File: config.mk
export PLATFORM = sky130hd
export DESIGN_NAME = tile_raster_scheduler
export DESIGN_NICKNAME = d
export VERILOG_FILES = /design/src/rtl/raster_pkg.sv /design/src/rtl/bounding_box.sv /design/src/rtl/tile_raster_scheduler.sv
export SDC_FILE = /design/constraint.sdc
export NUM_CORES = 1
export LEC_CHECK = 0
export BUFFER_PORTS_ARGS = -buffer_cell sky130_fd_sc_hd__buf_2
export CAP_MARGIN = 0
export CORE_AREA = 2 2 131 133
export CTS_CLUSTER_SIZE = 12
export DETAILED_ROUTE_END_ITERATION = 8
export DIE_AREA = 0 0 133 135
export PLACE_DENSITY_LB_ADDON = 0.05
export RECOVER_POWER = 100
export SYNTH_ARGS = -nofsm -noshare
export SYNTH_HDL_FRONTEND = slang
export SYNTH_SLANG_ARGS = --single-unit
export TNS_END_PERCENT = 50
File: constraint.sdc
create_clock -name clk -period 21.1 [get_ports clk]
set_clock_uncertainty 0.2 [all_clocks]
set_input_delay 1.055 -clock clk [delete_from_list [all_inputs] [get_ports clk]]
set_output_delay 1.055 -clock clk [all_outputs]
set_load 0.01 [all_outputs]
File: src/rtl/raster_pkg.sv
// raster_pkg: shared scheduler state and coordinate types
package raster_pkg;
    localparam int COORD_WIDTH = 10;
    typedef logic signed [COORD_WIDTH-1:0] coord_t;
    typedef enum logic [1:0] {IDLE, SETUP, SCAN, DONE} sched_state_t;
endpackage

File: src/rtl/bounding_box.sv
// bounding_box: triangle bounding box clipped to a half-open tile
module bounding_box #(
    parameter int TILE_MIN_X = 0,
    parameter int TILE_MAX_X = 32,
    parameter int TILE_MIN_Y = 0,
    parameter int TILE_MAX_Y = 16,
    parameter int COORD_WIDTH = 10
) (
    input  logic signed [COORD_WIDTH-1:0] x0,
    input  logic signed [COORD_WIDTH-1:0] y0,
    input  logic signed [COORD_WIDTH-1:0] x1,
    input  logic signed [COORD_WIDTH-1:0] y1,
    input  logic signed [COORD_WIDTH-1:0] x2,
    input  logic signed [COORD_WIDTH-1:0] y2,
    output logic signed [COORD_WIDTH-1:0] min_x,
    output logic signed [COORD_WIDTH-1:0] max_x,
    output logic signed [COORD_WIDTH-1:0] min_y,
    output logic signed [COORD_WIDTH-1:0] max_y
);
    localparam logic signed [COORD_WIDTH-1:0] LX = TILE_MIN_X[COORD_WIDTH-1:0];
    localparam logic signed [COORD_WIDTH-1:0] HX = TILE_MAX_X[COORD_WIDTH-1:0];
    localparam logic signed [COORD_WIDTH-1:0] LY = TILE_MIN_Y[COORD_WIDTH-1:0];
    localparam logic signed [COORD_WIDTH-1:0] HY = TILE_MAX_Y[COORD_WIDTH-1:0];

    function automatic logic signed [COORD_WIDTH-1:0] mn(input logic signed [COORD_WIDTH-1:0] a, input logic signed [COORD_WIDTH-1:0] b);
        return a < b ? a : b;
    endfunction

    function automatic logic signed [COORD_WIDTH-1:0] mx(input logic signed [COORD_WIDTH-1:0] a, input logic signed [COORD_WIDTH-1:0] b);
        return a > b ? a : b;
    endfunction

    // vertex maxima act as exclusive edges, matching the tile's own half-open bounds
    assign min_x = mx(mn(mn(x0, x1), x2), LX);
    assign max_x = mn(mx(mx(x0, x1), x2), HX);
    assign min_y = mx(mn(mn(y0, y1), y2), LY);
    assign max_y = mn(mx(mx(y0, y1), y2), HY);
endmodule

File: src/rtl/tile_raster_scheduler.sv
// tile_raster_scheduler: walks the clipped triangle bbox in raster order, one pixel per handshake
module tile_raster_scheduler import raster_pkg::*; #(
    parameter int TILE_MIN_X = 0,
    parameter int TILE_MAX_X = 32,
    parameter int TILE_MIN_Y = 0,
    parameter int TILE_MAX_Y = 16,
    parameter int COORD_WIDTH = 10
) (
    input  logic clk,
    input  logic rst,
    input  logic tri_valid,
    output logic tri_ready,
    input  logic signed [COORD_WIDTH-1:0] x0,
    input  logic signed [COORD_WIDTH-1:0] y0,
    input  logic signed [COORD_WIDTH-1:0] x1,
    input  logic signed [COORD_WIDTH-1:0] y1,
    input  logic signed [COORD_WIDTH-1:0] x2,
    input  logic signed [COORD_WIDTH-1:0] y2,
    input  logic abort,
    output logic pix_valid,
    input  logic pix_ready,
    output logic signed [COORD_WIDTH-1:0] pix_x,
    output logic signed [COORD_WIDTH-1:0] pix_y,
    output logic pix_last,
    output logic tri_done,
    output logic tri_empty,
    output logic busy
);
    typedef logic signed [COORD_WIDTH-1:0] crd_t;
    typedef logic signed [COORD_WIDTH:0] wide_t;

    sched_state_t state, state_nx;
    crd_t vx0, vy0, vx1, vy1, vx2, vy2;
    crd_t bx0, bx1, by0, by1;
    crd_t min_x, max_x, min_y, max_y;
    logic empty_q, tri_hs, pix_hs, x_end, y_end, area;

    bounding_box #(
        .TILE_MIN_X(TILE_MIN_X), .TILE_MAX_X(TILE_MAX_X),
        .TILE_MIN_Y(TILE_MIN_Y), .TILE_MAX_Y(TILE_MAX_Y),
        .COORD_WIDTH(COORD_WIDTH)
    ) u_bbox (
        .x0(vx0), .y0(vy0), .x1(vx1), .y1(vy1), .x2(vx2), .y2(vy2),
        .min_x(bx0), .max_x(bx1), .min_y(by0), .max_y(by1)
    );

    always_comb begin
        // one extra bit keeps x+1 from wrapping when an edge sits at the signed maximum
        x_end = wide_t'(pix_x) + wide_t'(1) == wide_t'(max_x);
        y_end = wide_t'(pix_y) + wide_t'(1) == wide_t'(max_y);
        area = bx0 < bx1 && by0 < by1;
        tri_ready = state == IDLE && !rst;
        busy = state != IDLE;
        pix_valid = state == SCAN;
        pix_last = pix_valid && x_end && y_end;
        tri_done = state == DONE;
        tri_empty = tri_done && empty_q;
        tri_hs = tri_valid && tri_ready;
        pix_hs = pix_valid && pix_ready;
    end

    always_comb begin
        state_nx = state;
        case (state)
            IDLE:    state_nx = tri_hs ? SETUP : IDLE;
            SETUP:   state_nx = abort ? IDLE : area ? SCAN : DONE;
            SCAN:    state_nx = abort ? IDLE : pix_hs && pix_last ? DONE : SCAN;
            default: state_nx = IDLE;
        endcase
    end

    always_ff @(posedge clk) begin
        if (rst) begin
            state <= IDLE;
            pix_x <= '0;
            pix_y <= '0;
            empty_q <= 1'b0;
        end else begin
            state <= state_nx;
            if (tri_hs) begin
                vx0 <= x0;
                vy0 <= y0;
                vx1 <= x1;
                vy1 <= y1;
                vx2 <= x2;
                vy2 <= y2;
            end
            if (state == SETUP) begin
                min_x <= bx0;
                max_x <= bx1;
                min_y <= by0;
                max_y <= by1;
                pix_x <= bx0;
                pix_y <= by0;
                empty_q <= !area;
            end
            if (pix_hs && !abort && !pix_last) begin
                pix_x <= x_end ? min_x : pix_x + crd_t'(1);
                if (x_end) pix_y <= pix_y + crd_t'(1);
            end
        end
    end
endmodule

==> run summary <==
• 2 — Bufs on Longest Clock Path
• ha_1 — library cell appearing most often on the critical path
• 58.93 uV — worst voltage drop across the vdd grid
• 0% — async set-reset flop share out of synthesis
• capacitance limit, slew limit — violated checks
• 135 um — die span in y
• 17.31 um — DR WL/cell
• 133 um — DIE WIDTH
• 1186 — Non-Filler Instances
• flop — CP Capture Type
• 0 — Yosys Warn Count
• 73 — distinct cell type count of the synthesized netlist
• 33.43% — fraction of post-synthesis cell area in the top cell type by area
• 83 — count of pins over their slew limit
• 9.28 ns — critical path data arrival time
• 6788 — vias post-DR
• ha_1, nand4_1, o211ai_1, mux2i_1, nor2_1, a21oi_1, inv_1, ha_1, nand4_1, a21oi_1, o311ai_0, a211oi_1, inv_1, nor3_1, nand3_1, a21o_1, ha_1, a211o_1, ha_1, nand4_1, or3_1, o2111ai_1, mux2i_1, a211oi_1 — CP cell instances
• 3.309 ns — Worst Tran Pin Value
• no — RSZ-0062 raised after global routing
• 33000 um — first-pass GRT wire length
• 0 — ANT nets after route
• edfxtp_1 33%, ha_1 12%, dfxtp_1 5.7% — ranking of synthesized cells by area
• 43.50% — final worst path period share
• 0 — Resized cells post-CTS
• 4 — number of H-tree branching levels
• 866 — Post-Syn Instances
• 36.04% — met2 capacity usage during global routing
• 240.9 uW — switching power of the nets
• 0.42 ns — Worst-Skew Late Latency
• 0.9637 — final RePlAce weighted congestion
• 0 — # diodes
• 0 — total congestion overflow after global routing
• 0 — Setup violations, final
• 0 — DRC violation count after routing
• 84.24 mW/mm^2 — power density cells
• 538.9 uW — internal power of the cells
• edfxtp_1 — cell taking the most area after synthesis
• met2 — busiest layer in global routing
• 47 — cell row count
• finished with violations — result of the run
• 0 — number of endpoints with negative hold slack in the final report
• 0.1089 GHz — maximum clock rate
• 90 — number of enable flip-flop cells after synthesis
• 23.11% — total routing resource utilization after global routing
• 27.1% — combinational share of power
• 0 — number of antenna violations at the first check in global routing
• 14.50% — relative area change from synthesis to final layout
• 0.01796 mm^2 — area of the die
• clkbuf_16 — Root Driver
• done — CTS tree
• a211oi_1 — cell with the largest stage delay on the worst path
• flop to flop — hold crit path type
• 39.12% — Seq/Total Area, Yosys
• 0 ns — setup_tns
• 17 — Num CTS Buffers
• 5.723 — ratio of routed vias to standard cells
• 9.336 um^2 — post-synthesis average cell area
• 0.3155 ns — worst hold slack across all endpoints
• edfxtp_1 — dominant register cell in the synthesized netlist
• 1523 — number of inserted filler cells in the final layout
• 21.20 ns — data required time at the worst endpoint
• 1154 — placed instance count
• 38.3% — clock network fraction of design power
• 32.84% — global routing met1 resource utilization
• 1.62 ns — Critical Path Max Stage Delay
• 62 — pin count of the biggest net entering global routing
• 6543 — via count of the first global-routing pass
• 1097 — final net count
• 0 — Post-CTS Hold Buffers
• 2 — max-capacitance violation count
• 15790 um — Detailed Place HPWL
• 476 — Iteration-0 DRC Markers
• flop to flop — Setup CP Type
• 12.84% — fraction of layout instances using a drive strength above 1
• 5 — detailed-router iteration count before antenna repair
• 0.01641 mm^2 — core region area
• 20 — biggest fanout along the worst timing path
• 113 — number of sinks on the clock net
• flop — kind of start point of the critical path
• 3.453% — global routing met3 resource utilization
• 91 — count of boundary I/O pins
• -120.6% — worst rel slew slack
• 0.003811 uW — Pleak
• 9.179 ns — minimum clock period
• 0.06 ns — register clock-pin slew on the reported worst setup and hold paths
• 90 — number of buffer cells added on primary ports
• 113 — number of flip-flops and latches in the synthesized netlist
• 30.89% — Switching Share
• 0 — number of buffers inserted to repair setup after CTS
• 49.28% — effective utilization at floorplan
• 20530 um — wire length reported by the detailed router
• 34.6% — sequential group share of total power
• 0.008085 mm^2 — Syn Std Cell Area
==> cells by family (layout without fill, tap and decap cells) <==
kind of cell,count (synthesis),after routing,share of synthesized area [%]
fa+ha+maj,79,79,12.23
xor+xnor,28,28,3.033
simple gates,294,294,18.08
compound gates,207,207,17.50
other cells,1,3,0.04638
buf+inv,108,206,5.138
flops,113,113,39.12
mux,36,36,4.859
==> power by group through the flow <==
stage / clock network (uW) / logic, uW / registers, uW
detailed placement: 0 / 212 / 273
global route: 313 / 238 / 271
floorplan: 0 / 156 / 270
CTS: 302 / 213 / 269
finish: 299 / 211 / 270
global placement: 0 / 205 / 273
==> layer usage <==
metal | vias up | share of wire, %
li1 | 3359 | -
met1 | 3166 | 48
met2 | 229 | 44
met3 | 34 | 5.3
met4 | 0 | 2.0
met5 | - | 0
==> registers in the layout (all words and copies together), names as in the netlist <==
signal / count
state: 2
pix_y: 10
vx1: 10
max_x: 10
vy0: 10
vx0: 10
max_y: 10
vy1: 10
vx2: 10
min_x: 10
vy2: 10
pix_x: 10
empty_q: 1
==> final cells by class <==
class	count	area [um^2]	share of cell area, %
clock buffer	25	528.0	5.703
clock inverter	7	95.09	1.027
inverter	79	296.5	3.203
multi-input combinational	647	4459	48.17
sequential	113	3163	34.17
tap	220	275.3	2.973
timing repair buffer	95	440.4	4.757
==> worst max-delay path: cells and delay by family (launching register included) <==
family | cells | cell delay (ns)
and+or+nand+nor | 7 | 1.35
muxes | 2 | 1.26
adders and majority gates | 4 | 1.70
DFF | 1 | 0.46
AOI/OAI and AO/OA | 9 | 3.72
buffers and inverters | 2 | 0.35
==> cells in the mapped netlist (16+ instances only) <==
cell      instances
edfxtp_1         90
nor2_1           83
ha_1             79
inv_1            79
nand2_1          64
a21oi_1          52
o21ai_0          42
dfxtp_1          23
nor3_1           23
clkbuf_1         22
mux2i_1          19
xnor2_1          19
nand3_1          17
mux2_2           16
==> cell usage in the layout, fill, tap and decap left out, types with 9 or more instances in the layout <==
cell and instances:
nor2b_1 15, a21oi_1 52, nand2_1 64, or2_2 9
and3_1 9, o22ai_1 9, clkbuf_1 35, dfxtp_1 23
nand3_1 17, xor2_1 9, a211o_1 14, nand4_1 15
o21ai_0 42, buf_2 61, inv_1 79, nand2b_1 11
edfxtp_1 90, mux2_2 14, clkbuf_16 19, a211oi_1 15
a21o_1 9, nor3_1 23, nor4_1 13, nor2_1 83
ha_1 79, xnor2_1 19, mux2i_1 20
==> final timing paths <==
check / startpoint / cells past startpoint / slack, ns / to
worst max-delay path: vx0[9] / 24 / 11.92 / empty_q
worst min register to register: pix_x[9] / 2 / 0.32 / pix_x[9]
worst max register to register: vx0[9] / 24 / 11.92 / empty_q
worst min-delay path: pix_x[9] / 2 / 0.32 / pix_x[9]
==> per-stage QoR <==
step / area [um^2] / utilization (%) / setup WS (ns) / total power, uW
2_1_floorplan: 8093 / - / 14.41 / 426.2
3_3_place_gp: 8746 / 53.31 / 13.37 / 478.0
3_5_place_dp: 8746 / 53.31 / 13.23 / 484.6
4_1_cts: 9369 / 57.10 / 13.20 / 783.9
5_1_grt: 9258 / 56.42 / 11.20 / 821.4
6_report: 9258 / 56.42 / 11.92 / 779.9
Power figures use the tool's default switching activity.
